<file path="config.mk">
export PLATFORM = sky130hd
export DESIGN_NAME = mfe_host_ctrl
export DESIGN_NICKNAME = d
export VERILOG_FILES = /design/src/rtl/mfe_host_ctrl.sv
export SDC_FILE = /design/constraint.sdc
export NUM_CORES = 1
export LEC_CHECK = 0
export ABC_AREA = 1
export CAP_MARGIN = 30
export CORE_MARGIN = 2
export CORE_UTILIZATION = 52
export CTS_BUF_LIST = sky130_fd_sc_hd__clkbuf_2 sky130_fd_sc_hd__clkbuf_4 sky130_fd_sc_hd__clkbuf_8
export DETAILED_ROUTE_END_ITERATION = 8
export MAX_ROUTING_LAYER = met4
export PLACE_DENSITY = 0.82
export SLEW_MARGIN = 20
export SYNTH_ARGS = -nofsm -noshare
export SYNTH_HDL_FRONTEND = slang
export SYNTH_SLANG_ARGS = --single-unit
</file>
<file path="constraint.sdc">
create_clock -name clk -period 2.6 [get_ports clk]
set_clock_uncertainty 0.1 [all_clocks]
set_input_delay 0.52 -clock clk [delete_from_list [all_inputs] [get_ports clk]]
set_output_delay 0.52 -clock clk [all_outputs]
set_load 0.1 [all_outputs]
</file>
<file path="src/rtl/mfe_host_ctrl.sv">
// Host-side controller for the median filter engine: loads a frame into the
// grayscale image memory, hands it to the engine and streams the result back out.
module mfe_host_ctrl #(
  parameter int IMG_W = 128,
  parameter int IMG_H = 128,
  parameter int AW    = 14,
  parameter int DW    = 8
) (
  input  logic          clk,
  input  logic          reset,
  input  logic          in_valid,
  input  logic [DW-1:0] in_data,
  output logic          in_ready,
  output logic [AW-1:0] img_addr,
  output logic [DW-1:0] img_wdata,
  output logic          img_wen,
  output logic          ready,
  input  logic          busy,
  output logic [AW-1:0] res_addr,
  input  logic [DW-1:0] res_rdata,
  output logic          out_valid,
  output logic [DW-1:0] out_data,
  output logic          out_last,
  input  logic          out_ready,
  output logic          done
);

  localparam logic [AW-1:0] LAST_IDX = AW'(IMG_W * IMG_H - 1);

  typedef enum logic [2:0] {
    S_LOAD,
    S_REQ,
    S_RUN,
    S_RD_REQ,
    S_RD_CAP,
    S_OUT
  } state_t;

  state_t        state;
  logic [AW-1:0] idx;

  // NOTE: every register, outputs included, lives in this one clocked block and
  // is assigned with <= so all of them update together from pre-edge values.
  always_ff @(posedge clk or posedge reset) begin
    if (reset) begin
      state     <= S_LOAD;
      idx       <= '0;
      in_ready  <= 1'b0;
      img_addr  <= '0;
      img_wdata <= '0;
      img_wen   <= 1'b0;
      ready     <= 1'b0;
      res_addr  <= '0;
      out_valid <= 1'b0;
      out_data  <= '0;
      out_last  <= 1'b0;
      done      <= 1'b0;
    end else begin
      img_wen <= 1'b0;
      done    <= 1'b0;

      case (state)
        S_LOAD: begin
          in_ready <= 1'b1;
          if (in_valid && in_ready) begin
            img_wen   <= 1'b1;
            img_addr  <= idx;
            img_wdata <= in_data;
            if (idx == LAST_IDX) begin
              idx      <= '0;
              in_ready <= 1'b0;
              state    <= S_REQ;
            end else begin
              idx <= idx + 1'b1;
            end
          end
        end

        // ready must be seen high before busy can release it
        S_REQ: begin
          if (!ready) begin
            ready <= 1'b1;
          end else if (busy) begin
            ready <= 1'b0;
            state <= S_RUN;
          end
        end

        S_RUN: begin
          if (!busy) begin
            res_addr <= idx;
            state    <= S_RD_REQ;
          end
        end

        // res_addr is already presented on entry, so the one-cycle read
        // latency is absorbed here and res_rdata is valid in S_RD_CAP
        S_RD_REQ: begin
          res_addr <= idx;
          state    <= S_RD_CAP;
        end

        S_RD_CAP: begin
          out_data  <= res_rdata;
          out_valid <= 1'b1;
          out_last  <= (idx == LAST_IDX);
          state     <= S_OUT;
        end

        S_OUT: begin
          if (out_valid && out_ready) begin
            out_valid <= 1'b0;
            out_last  <= 1'b0;
            if (out_last) begin
              idx      <= '0;
              done     <= 1'b1;
              in_ready <= 1'b1;
              state    <= S_LOAD;
            end else begin
              idx      <= idx + 1'b1;
              res_addr <= idx + 1'b1;
              state    <= S_RD_REQ;
            end
          end
        end

        default: state <= S_LOAD;
      endcase
    end
  end

endmodule

</file>
==> impl_metrics.py, run 1 <==
metrics = {
    "run_status": {
        "status": "finished clean",
    },
    "synthesis": {
        "avgSynthCellArea_um2": 7.825,
        "ys_types": 24,
        "syn-num-nets": 431,
        "synth_edf_count": 0,
        "mappedNetlistArea_mm2": 0.003201,
        "async_flop_share_pct": 100.0,
        "syn-instance-count": 409,
        "synth_ff_type": "dfrtp_1",
        "synth-seq-cells": 67,
        "yosysWarningCount": 0,
        "seq_area_frac_synth_pct": 52.38,
    },
    "worst_setup_path": {
        "crit_chain": "ha_1 > nand2_1 > nor2_1 > nand2_1 > nor2_1 > nand3_1 > nand2_2 > o21ai_1",
        "rr_startpoint": "idx[1]",
        "arrival_ps": 2250,
        "slowest_delay_ps": 420,
        "required_ps": 2720,
        "cpLargestDelayFamily": "simple AND/OR/NAND/NOR gates",
        "reg2reg_slack_ps": 460,
        "cpMaxStageDelayCell": "dfrtp_1",
        "path_buf_inv": 0,
        "reg2reg_to": "idx[8]",
        "end_kind": "flip-flop",
        "worstSetupPathType": "reg2reg",
        "crit_fanout": 11,
        "start_kind": "flip-flop",
        "r2r_cells": 8,
    },
    "global_routing": {
        "antenna_found_initial": 0,
        "grt_pass1_vias": 2681,
        "use_met1_pct": 32.64,
        "grt_start_max_net_pins": 37,
        "grtUsageMet3_pct": 6.739,
        "grtUsageMet2_pct": 37.58,
        "busiest_layer": "met2",
        "gr-usage-all-layers_pct": 24.86,
        "grt-ovfl-total": 0,
        "grt_pass1_wl_um": 12280,
    },
    "cts": {
        "insertion_delay_ps": 340,
        "cts.path.max_buffers": 2,
        "cts_hold_buffers": 0,
        "clk_pin_slew_worst_paths_ps": 70,
        "clockRootBuffer": "clkbuf_8",
        "cts_max_level": 3,
        "post_cts_buffers": 0,
        "numCtsBuffers": 9,
        "cts_tree": "yes",
        "clock_sinks": 67,
        "cts_resized": 0,
    },
    "run": {
        "maxCapViolCount": 0,
    },
    "placement": {
        "dp_cells": 544,
        "routabilityCongestion": 0.9265,
        "post-dp-hpwl_um": 5489,
        "io_buffer_count": 70,
    },
    "floorplanning": {
        "core_area_mm2": 0.005921,
        "start_util_pct": 54.06,
        "dieArea_mm2": 0.006799,
        "die-width_um": 82.46,
        "ios": 71,
        "die_h_um": 82.46,
        "rows": 28,
    },
    "sta": {
        "worst_pin_slew_ps": 528.4,
        "relSlewSlack_pct": 64.72,
        "fmax_ghz": 0.4682,
        "slew_viol_final": 0,
        "setup_viol": 0,
        "setup-tns-final_ps": 0,
        "worst_hold_slack_ps": 376.7,
        "rsz0062_at_grt": "no",
        "finalCriticalPeriod_ps": 2136,
        "hold_viol": 0,
        "post-route-period-util_pct": 82.15,
    },
    "drt": {
        "avgRoutedWirePerCell_um": 13.22,
        "dr.pass1.iters": 4,
        "wirelength_um": 7390,
        "vias_per_cell": 5.091,
        "drtIter0Drc": 208,
        "ant_nets": 0,
        "via_count": 2846,
        "drc": 0,
    },
    "final_layout": {
        "drive_above_1_share_pct": 18.39,
        "antenna_cells": 0,
        "finalNonFillerCells": 559,
        "postLayoutCoreUtil_pct": 68.24,
        "nets": 502,
        "syn_to_final_growth_pct": 26.23,
    },
    "hold_path": {
        "hold_class": "in2async",
    },
}
routing by layer:
layer / share of wire, % / up-vias
li1: - / 1419
met2: 47 / 87
met4: 1.0 / 0
met5: 0 / -
met1: 45 / 1332
met3: 6.7 / 8
cell families (layout without fill, tap and decap cells):
group                    count (synthesis)  count (layout)  share of synthesized area [%]
XOR/XNOR                                 5               5                          1.368
AO/OA/AOI/OAI                           34              34                          5.669
adder cells (fa/ha/maj)                  1               1                         0.3909
flip-flops                              67              67                          52.38
buffers and inverters                   51             126                          6.646
AND/OR/NAND/NOR                        251             251                          33.54
through the flow:
| stage | setup WS (ps) | instance area (um2) |
|---|---|---|
| 2_1_floorplan | 296.8 | 3201 |
| 3_3_place_gp | 394.9 | 3839 |
| 3_5_place_dp | 344.8 | 3839 |
| 4_1_cts | 476.9 | 4040 |
| 5_1_grt | 220.8 | 4040 |
| 6_report | 464.1 | 4040 |
registers in the layout, indices dropped and copies added (netlist names):
signal     cells
res_addr      14
idx           14
ready          1
img_addr      14
in_ready       1
state          3
out_data       8
out_last       1
img_wen        1
done           1
img_wdata      8
out_valid      1
worst max path at each step:
stage,startpoint,slack (ps),end,cells after the start
after detailed placement,out_ready,340,res_addr[10],9
after CTS,idx[1],480,idx[8],8
after global routing,idx[1],220,idx[8],8
after floorplan,reset,300,done,1
after global placement,out_ready,390,res_addr[10],9
final,idx[1],460,idx[8],8
cell usage in the layout, fill, tap and decap left out:
cell type	instances
nand2_1	181
dfrtp_1	67
buf_4	53
inv_1	31
nand3_1	30
o21ai_1	20
clkdlybuf4s50_1	20
nor2_1	15
clkbuf_8	11
nand4_1	8
o21ai_0	8
nor2_2	7
inv_2	6
xor2_1	5
o211ai_1	4
nor2_4	3
nand2_2	2
and2_1	2
clkbuf_4	2
nand3_2	1
nor2_8	1
nor3_1	1
o22ai_1	1
a21oi_1	1
ha_1	1
clkinv_2	1
bufinv_16	1
buf_12	1
synth_stat cells (2+ instances only):
master | count | area share (%)
and2_1 | 2 | 0.39
buf_2 | 11 | 1.7
clkbuf_1 | 2 | 0.23
dfrtp_1 | 67 | 52
inv_1 | 32 | 3.8
inv_2 | 5 | 0.59
nand2_1 | 181 | 21
nand2_2 | 2 | 0.39
nand3_1 | 30 | 4.7
nand4_1 | 8 | 1.6
nor2_1 | 15 | 1.8
nor2_2 | 7 | 1.4
nor2_4 | 3 | 1.1
o211ai_1 | 4 | 0.94
o21ai_0 | 8 | 1.3
o21ai_1 | 20 | 3.1
xor2_1 | 5 | 1.4
layout make-up:
type | count | area (um2)
Fill cell | 490 | 1881
Multi-Input combinational cell | 291 | 1311
Sequential cell | 67 | 1677
Inverter | 37 | 138.9
Clock buffer | 13 | 166.4
Clock inverter | 2 | 35.03
Tap cell | 75 | 93.84
Timing Repair Buffer | 74 | 618.1
Power of run 1 is not shown: default switching activity piles up to over one toggle a cycle in this logic, so the estimate is an artifact.
==> inputs of run 2 (changes only) <==
==> constraint.sdc (replaced) <==
create_clock -name clk -period 2.2 [get_ports clk]
set_clock_uncertainty 0.1 [all_clocks]
set_input_delay 0.44 -clock clk [delete_from_list [all_inputs] [get_ports clk]]
set_output_delay 0.44 -clock clk [all_outputs]
set_load 0.1 [all_outputs]
==> run 2 against run 1 <==
Compared with the run above:
- die area stayed put
- global-route usage is 0.19 points higher
- core utilization is 1.4 points higher
- sequential cell count stayed put
- cell count is 1.1% higher
- via count is 0.35% higher
- first-iteration DRC count is 3.4% higher
- routed wire length is 1.7% higher
- non-clock buffer count is 5 higher
- hold slack worse by 24 ps
- count of clock-buffer cells in the layout is 1 lower
- register-to-register slack worse by 120 ps
- critical path type unchanged
==> impl_metrics.py, run 2 (same netlist as run 1, synthesis figures left out) <==
metrics = {
    "sta": {
        "relSlewSlack_pct": 61.79,
        "worst_pin_slew_ps": 572.3,
        "post-route-period-util_pct": 84.17,
        "setup_viol": 0,
        "hold_viol": 0,
        "slew_viol_final": 0,
        "rsz0062_at_grt": "no",
        "finalCriticalPeriod_ps": 1852,
        "fmax_ghz": 0.5400,
        "setup-tns-final_ps": 0,
    },
    "global_routing": {
        "grt_start_max_net_pins": 37,
        "grt_pass1_wl_um": 12550,
        "grt-ovfl-total": 0,
        "gr-usage-all-layers_pct": 25.05,
        "grt_pass1_vias": 2721,
        "antenna_found_initial": 0,
    },
    "drt": {
        "wl_met1_um": 3386,
        "vias_per_cell": 5.055,
        "dr.pass1.iters": 4,
        "top_layer": "met4",
        "ant_nets": 0,
        "drc": 0,
        "avgRoutedWirePerCell_um": 13.30,
        "drtIter0Drc": 215,
        "via_count": 2856,
        "wl_met3_um": 483,
        "wirelength_um": 7516,
        "met2_length_um": 3542,
    },
    "cts": {
        "cts.path.max_buffers": 2,
        "numCtsBuffers": 9,
        "cts_tree": "yes",
        "clockRootBuffer": "clkbuf_8",
        "cts_max_level": 3,
        "post_cts_buffers": 0,
        "insertion_delay_ps": 340,
        "clock_sinks": 67,
        "cts_resized": 0,
        "cts_hold_buffers": 0,
        "clk_pin_slew_worst_paths_ps": 70,
    },
    "final_layout": {
        "fill_cells": 496,
        "antenna_cells": 0,
        "layout_common_cells": "nand2_1, dfrtp_1, buf_4",
        "largestRegisters": "idx x14, img_addr x14, res_addr x14",
        "final_common_cell": "nand2_1",
        "syn_to_final_growth_pct": 28.85,
        "drive_above_1_share_pct": 19.39,
        "nets": 507,
        "finalNonFillerCells": 565,
    },
    "worst_setup_path": {
        "r2r_cells": 6,
        "arrival_ps": 2010,
        "reg2reg_to": "idx[1]",
        "start_kind": "flip-flop",
        "worstSetupPathType": "reg2reg",
        "crit_fanout": 15,
        "rr_startpoint": "state[0]",
        "required_ps": 2360,
        "end_kind": "flip-flop",
        "reg2reg_slack_ps": 350,
    },
    "placement": {
        "post-dp-hpwl_um": 5454,
        "routabilityCongestion": 0.8816,
        "io_buffer_count": 70,
        "dp_cells": 549,
    },
    "floorplanning": {
        "die_h_um": 82.46,
        "ios": 71,
        "core_area_mm2": 0.005921,
        "die-width_um": 82.46,
        "rows": 28,
        "dieArea_mm2": 0.006799,
        "start_util_pct": 54.06,
    },
    "run_status": {
        "status": "finished clean",
    },
    "hold_path": {
        "hold_class": "in2async",
    },
    "run": {
        "maxCapViolCount": 0,
    },
}
run 2: changes by cell type in the layout (fill, tap and decap cells not counted), sizes merged:
cell and change:
inv -1, clkbuf -1, clkinvlp +2, bufinv +1, buf +5
run 2: worst max-delay path, stage by stage (launching register included):
cell and delay, ps:
dfrtp_1 490, nand3_2 340, nor2_2 290, nor2_4 130, nor2_8 180, nand2_2 110, o21ai_1 140
run 2: routing by layer:
metal	track usage, %	vias up
met5	-	-
met4	10.17	0
met3	4.457	10
met2	37.66	98
met1	33.71	1307
li1	-	1441
run 2: metrics by stage:
stage	hold slack (ps)	area (um2)	setup WS (ps)	util (%)
after CTS	358.1	4124	366.7	69.65
after global routing	396.2	4124	211.8	69.65
after global placement	357.2	3892	244.8	65.74
final	353.2	4124	348.3	69.65
after floorplan	391.7	3204	106.4	-
after detailed placement	359.9	3892	222.5	65.74
run 2: layout make-up:
class                   instances  area, um2  area share, %
clock buffers                  12      158.9          3.853
inverters                      37      142.6          3.459
flip-flops and latches         67       1677          40.66
clock inverters                 4      72.57          1.760
well taps                      75      93.84          2.275
multi-input cells             291       1311          31.80
repair buffers                 79      668.1          16.20
run 2: worst max path at each step:
| stage | start | to | slack [ps] |
|---|---|---|---|
| finish | state[0] | idx[1] | 350 |
| global route | state[0] | state[0] | 210 |
| floorplan | out_valid | res_addr[1] | 110 |
| detailed placement | out_ready | res_addr[4] | 220 |
| global placement | out_ready | res_addr[11] | 240 |
| CTS | state[0] | idx[1] | 370 |
Power of run 2 is left out for the same reason.
==> inputs of run 3 (changes only) <==
--- a/config.mk
+++ b/config.mk
@@ -8,11 +8,11 @@
 export ABC_AREA = 1
 export CAP_MARGIN = 30
 export CORE_MARGIN = 2
-export CORE_UTILIZATION = 52
+export CORE_UTILIZATION = 47
 export CTS_BUF_LIST = sky130_fd_sc_hd__clkbuf_2 sky130_fd_sc_hd__clkbuf_4 sky130_fd_sc_hd__clkbuf_8
 export DETAILED_ROUTE_END_ITERATION = 8
 export MAX_ROUTING_LAYER = met4
-export PLACE_DENSITY = 0.82
+export PLACE_DENSITY = 0.78
 export SLEW_MARGIN = 20
 export SYNTH_ARGS = -nofsm -noshare
 export SYNTH_HDL_FRONTEND = slang
==> constraint.sdc (replaced) <==
create_clock -name clk -period 1.68 [get_ports clk]
set_clock_uncertainty 0.1 [all_clocks]
set_input_delay 0.336 -clock clk [delete_from_list [all_inputs] [get_ports clk]]
set_output_delay 0.336 -clock clk [all_outputs]
set_load 0.1 [all_outputs]
==> run 3 against run 2 <==
Compared with the run above:
- via count is 3.8% higher
- die area rose by 10%
- cell count is 3.7% higher
- core utilization up 4.1 points
- hold slack worse by 18 ps
- routed wire length is 7.2% higher
- register-to-register slack worse by 260 ps
- sequential cell count is the same
- non-clock buffer count rose by 16
- fmax rose by 16%
- critical endpoint is now res_addr[7]
- largest cell class unchanged
==> impl_metrics.py, run 3 (same netlist as run 1, synthesis figures left out) <==
metrics = {
    "hold_path": {
        "hold_class": "in2async",
    },
    "cts": {
        "cts_hold_buffers": 0,
        "insertion_delay_ps": 340,
        "clk_pin_slew_worst_paths_ps": 70,
        "cts_tree": "yes",
        "cts.path.max_buffers": 2,
        "numCtsBuffers": 9,
        "cts_max_level": 3,
        "clock_sinks": 67,
        "clockRootBuffer": "clkbuf_8",
    },
    "pwr": {
        "powerDensity_mw_per_mm2": 2228,
        "p_sw_share_pct": 52.59,
        "power.internal_uw": 5205,
        "ir_worst_vdd_v": 0.001424,
        "p_seq_share_pct": 24.7,
        "p_leak_uw": 0.002401,
        "switching_power_uw": 5773,
        "power_uw": 10980,
        "combPwrFrac_pct": 64.3,
        "clkPwrFrac_pct": 11.0,
    },
    "final_layout": {
        "postLayoutCoreUtil_pct": 73.75,
        "nets": 523,
        "largestRegisters": "idx x14, img_addr x14, res_addr x14",
        "layout_common_cells": "nand2_1, dfrtp_1, buf_12",
        "final_common_cell": "nand2_1",
        "finalNonFillerCells": 586,
        "drive_above_1_share_pct": 24.11,
        "antenna_cells": 0,
        "syn_to_final_growth_pct": 53.95,
    },
    "floorplanning": {
        "rows": 30,
        "die_h_um": 86.52,
        "core_area_mm2": 0.006681,
        "dieArea_mm2": 0.007486,
        "ios": 71,
        "die-width_um": 86.52,
        "start_util_pct": 47.90,
    },
    "drt": {
        "ant_nets": 0,
        "met2_length_um": 3929,
        "vias_per_cell": 5.058,
        "wl_met3_um": 516,
        "dr.pass1.iters": 4,
        "wl_met1_um": 3450,
        "drtIter0Drc": 196,
        "avgRoutedWirePerCell_um": 13.74,
        "top_layer": "met4",
        "drc": 0,
        "wirelength_um": 8054,
        "via_count": 2964,
    },
    "worst_setup_path": {
        "end_kind": "flip-flop",
        "start_kind": "flip-flop",
        "path_buf_inv": 2,
        "cpLargestDelayFamily": "flip-flops",
        "crit_path_frequent_cell": "nand2_1",
        "slowest_delay_ps": 440,
        "worstSetupPathType": "reg2reg",
        "required_ps": 1840,
        "crit_fanout": 8,
        "arrival_ps": 1750,
        "cpMaxStageDelayCell": "dfrtp_1",
        "crit_chain": "inv_1 > nand2_1 > nand2_1 > nand2_2 > nor2_4 > buf_4 > nand2_1 > o21ai_1",
    },
    "run": {
        "maxCapViolCount": 0,
    },
    "placement": {
        "post-dp-hpwl_um": 6052,
        "dp_cells": 568,
        "io_buffer_count": 70,
        "routabilityCongestion": 0.8939,
    },
    "sta": {
        "slew_viol_final": 0,
        "setup_viol": 0,
        "worst_pin_slew_ps": 353.2,
        "hold_viol": 0,
        "setup-tns-final_ps": 0,
        "post-route-period-util_pct": 94.76,
        "rsz0062_at_grt": "yes",
        "worst_hold_slack_ps": 335.3,
        "finalCriticalPeriod_ps": 1592,
        "fmax_ghz": 0.6282,
        "relSlewSlack_pct": 76.45,
    },
    "global_routing": {
        "grt_pass1_wl_um": 13810,
        "grt-ovfl-total": 0,
        "grt_start_max_net_pins": 68,
        "gr-usage-all-layers_pct": 24.50,
        "grt_pass1_vias": 2922,
        "antenna_found_initial": 0,
    },
    "run_status": {
        "status": "finished clean",
    },
}
## run 3: worst min-delay path: stages
cell	delay [ps]
clkdlybuf4s50_1	440
clkinvlp_4	100
buf_12	300
## run 3: per-layer routing
layer | vias to the layer above | GRT usage [%]
met5 | - | -
met4 | 0 | 7.813
met3 | 16 | 6.476
met2 | 105 | 37.27
met1 | 1376 | 32.29
li1 | 1467 | -
## run 3: layout make-up
class / count / area, um2
fill: 473 / 1754
sequential: 67 / 1688
timing repair buffer: 95 / 1468
multi-input combinational: 291 / 1350
clock buffer: 13 / 160.2
inverter: 37 / 146.4
tap: 80 / 100.1
clock inverter: 3 / 15.01
## run 3: path summary, 6_finish.rpt
check,start,cells after the start,slack [ps],end
worst max-delay path,state[2],8,90,res_addr[7]
worst min-delay path,reset,3,340,res_addr[7]
worst max register to register,state[2],8,90,res_addr[7]
worst min register to register,img_wdata[4],2,440,img_wdata[4]
max in group asynchronous,reset,3,840,in_ready
min in group clk,res_rdata[2],3,420,out_data[2]
## run 3: what timing repair did
item,CTS,global route
setup buffers,0,2
endpoints found under the setup margin,0,26
gates resized for setup,0,13
endpoints found under the hold margin,0,0
## run 3: power groups by stage
stage	clock [uW]	combinational, uW	sequential [uW]
after floorplan	0	1460	5470
after CTS	1230	7030	2700
after global routing	1310	7420	2780
after detailed placement	0	7010	2720
final	1210	7050	2710
after global placement	0	6890	2700
## run 3: per-stage QoR
stage / setup WS (ps) / area [um2]
after floorplan: 4.146 / 3214
after global placement: -47.75 / 4677
after detailed placement: -124.9 / 4677
after CTS: 3.175 / 4852
after global routing: -27.71 / 4927
final: 88.03 / 4927
No activity file was read; power rests on OpenSTA's default activity.
==> variant: new RTL, flow settings as in run 1 <==
Re-encode `state_t` (6 states) as one-hot, 6 bits wide.
--- a/src/rtl/mfe_host_ctrl.sv
+++ b/src/rtl/mfe_host_ctrl.sv
@@ -27,13 +27,13 @@
 
   localparam logic [AW-1:0] LAST_IDX = AW'(IMG_W * IMG_H - 1);
 
-  typedef enum logic [2:0] {
-    S_LOAD,
-    S_REQ,
-    S_RUN,
-    S_RD_REQ,
-    S_RD_CAP,
-    S_OUT
+  typedef enum logic [5:0] {
+    S_LOAD   = 6'b000001,
+    S_REQ    = 6'b000010,
+    S_RUN    = 6'b000100,
+    S_RD_REQ = 6'b001000,
+    S_RD_CAP = 6'b010000,
+    S_OUT    = 6'b100000
   } state_t;
 
   state_t        state;
Formal check against the unedited RTL: no difference found for any inputs over 10 cycles, from zero or initial values and one cycle with reset high; not proved beyond that.
==> variant against run 1 <==
Hold slack improved by 0.0044 ns; critical path type unchanged; worst setup slack gained 0.13 ns; critical endpoint is now idx[9]$_DFFE_PP0P_; area after synthesis is 8.4% higher; wire length up 16%; sequential cell count up 3; non-clock buffer count is 5 higher; final cell count up 6.6%; cell area up 7.6%.
==> variant: results (changes against run 1) <==
[run_status]
run_status = finished, final reports clean

[global_route]
grt_pass1_wl_mm = 14.39  ; +17%
grt_usage_pct = 25.68  ; +0.82 points
grt_pass1_vias = 3067  ; +14%
grt_max_degree = 38  ; +2.7%

[yosys]
ys_types = 30  ; +25%
synth_fa_ha_area_share_pct = 0.3606  ; -0.030 points
synth-warning-count = 0  ; unchanged
synthTopCellsByArea = dfrtp_1 (50%), nand2_1 (21%), nand3_1 (3.6%)
synth_commonest_cells = nand2_1 (196), dfrtp_1 (69), inv_1 (33), nand3_1 (25), nor2_1 (24)
synth_seq_area_share_pct = 50.52  ; -1.9 points
synth-compound-area-share_pct = 4.832  ; -0.84 points
syn-mean-instance-area_sq_um = 7.958  ; +1.7%
synth_xor_area_share_pct = 1.262  ; -0.11 points
syn_nets = 458  ; +6.3%

[critical_path]
worst_ep_arrival_time_ns = 2.15  ; -0.10 ns
cpMaxStageDelayCell = dfrtp_1
reg2reg_depth = 9  ; +1
path_max_fanout = 9  ; -2
crit_path_end = idx[9]$_DFFE_PP0P_
rrSetupSlack_ns = 0.59  ; +0.13 ns
startpoint = idx[0]$_DFFE_PP0P_

[hold_path]
hold_class = reg -> reg
hold_start = res_addr[1]$_DFFE_PP0P_
min_to = res_addr[1]$_DFFE_PP0P_

[placement]
place_congestion = 0.9333  ; +0.73%
place_inst = 580  ; +6.6%
dpl.hpwl_mm = 6.307  ; +15%

[final_layout]
final_cells = 596  ; +6.6%
bufAreaShareNonClock_pct = 15.08  ; -0.22 points
inverters = 36  ; -2.7%
antenna-diode-count = 0  ; unchanged
multi_input_area_share_pct = 34.59  ; +2.1 points
clock_area_share_pct = 4.691  ; -0.30 points
drive_gt1_share_pct = 20.23  ; +1.8 points
nMultiInputCombCells = 318  ; +9.3%
num-nonclk-buffers = 79  ; +6.8%
seq_share_pct = 40.32  ; -1.2 points
fin_nets = 536  ; +6.8%
fill_cells = 547  ; +12%

[routing]
route.met2.wl_mm = 4.155  ; +20%
totalWireLength_mm = 8.567  ; +16%
wl_met1_mm = 3.707  ; +11%
drt_iter0_markers = 234  ; +13%
dr.max_layer_used = met4
wl_met3_um = 554  ; +12%
routed-via-count = 3150  ; +11%

[sta]
maxSlewHeadroom_pct = 61.28  ; -3.4 points
whs_ns = 0.3811  ; +0.004404 ns

[power]
sw_frac_of_total_pct = 37.06
finalPower_uw = 2856

[clock_tree]
clockBufferDepth = 2  ; unchanged
cts_resized = 0  ; unchanged
cts_root_buffer = clkbuf_8
clock_sinks = 70  ; +4.5%

-- variant: cell types whose count changed in the layout (fill, tap and decap cells not counted), moves of 3 or more --
cell	change
nand3_2	+6
nor2_4	+4
nand3_1	-5
buf_4	+5
inv_2	-3
o21ai_0	+14
nor2_1	+9
inv_6	+3
nand2_1	+15
o21ai_1	-20
nor2_2	-3
-- variant: cells by family (layout without fill, tap and decap cells) --
group	count (synthesis)	after routing
adder cells (fa/ha/maj)	1	1
XOR/XNOR	5	5
flip-flops	70	70
AND/OR/NAND/NOR	282	282
buffers and inverters	48	131
AO/OA/AOI/OAI	30	30
-- variant: stage by stage --
stage | instance area, sq um | setup WS (ns)
floorplan | 3470 | 0.2134
global placement | 4144 | 0.5216
detailed placement | 4144 | 0.4982
CTS | 4348 | 0.6283
global route | 4348 | 0.4319
finish | 4348 | 0.5940
-- variant: metal layers --
metal,up-vias,track usage [%]
met2,107,39.77
li1,1530,-
met5,-,-
met4,0,9.091
met3,18,4.716
met1,1495,34.20
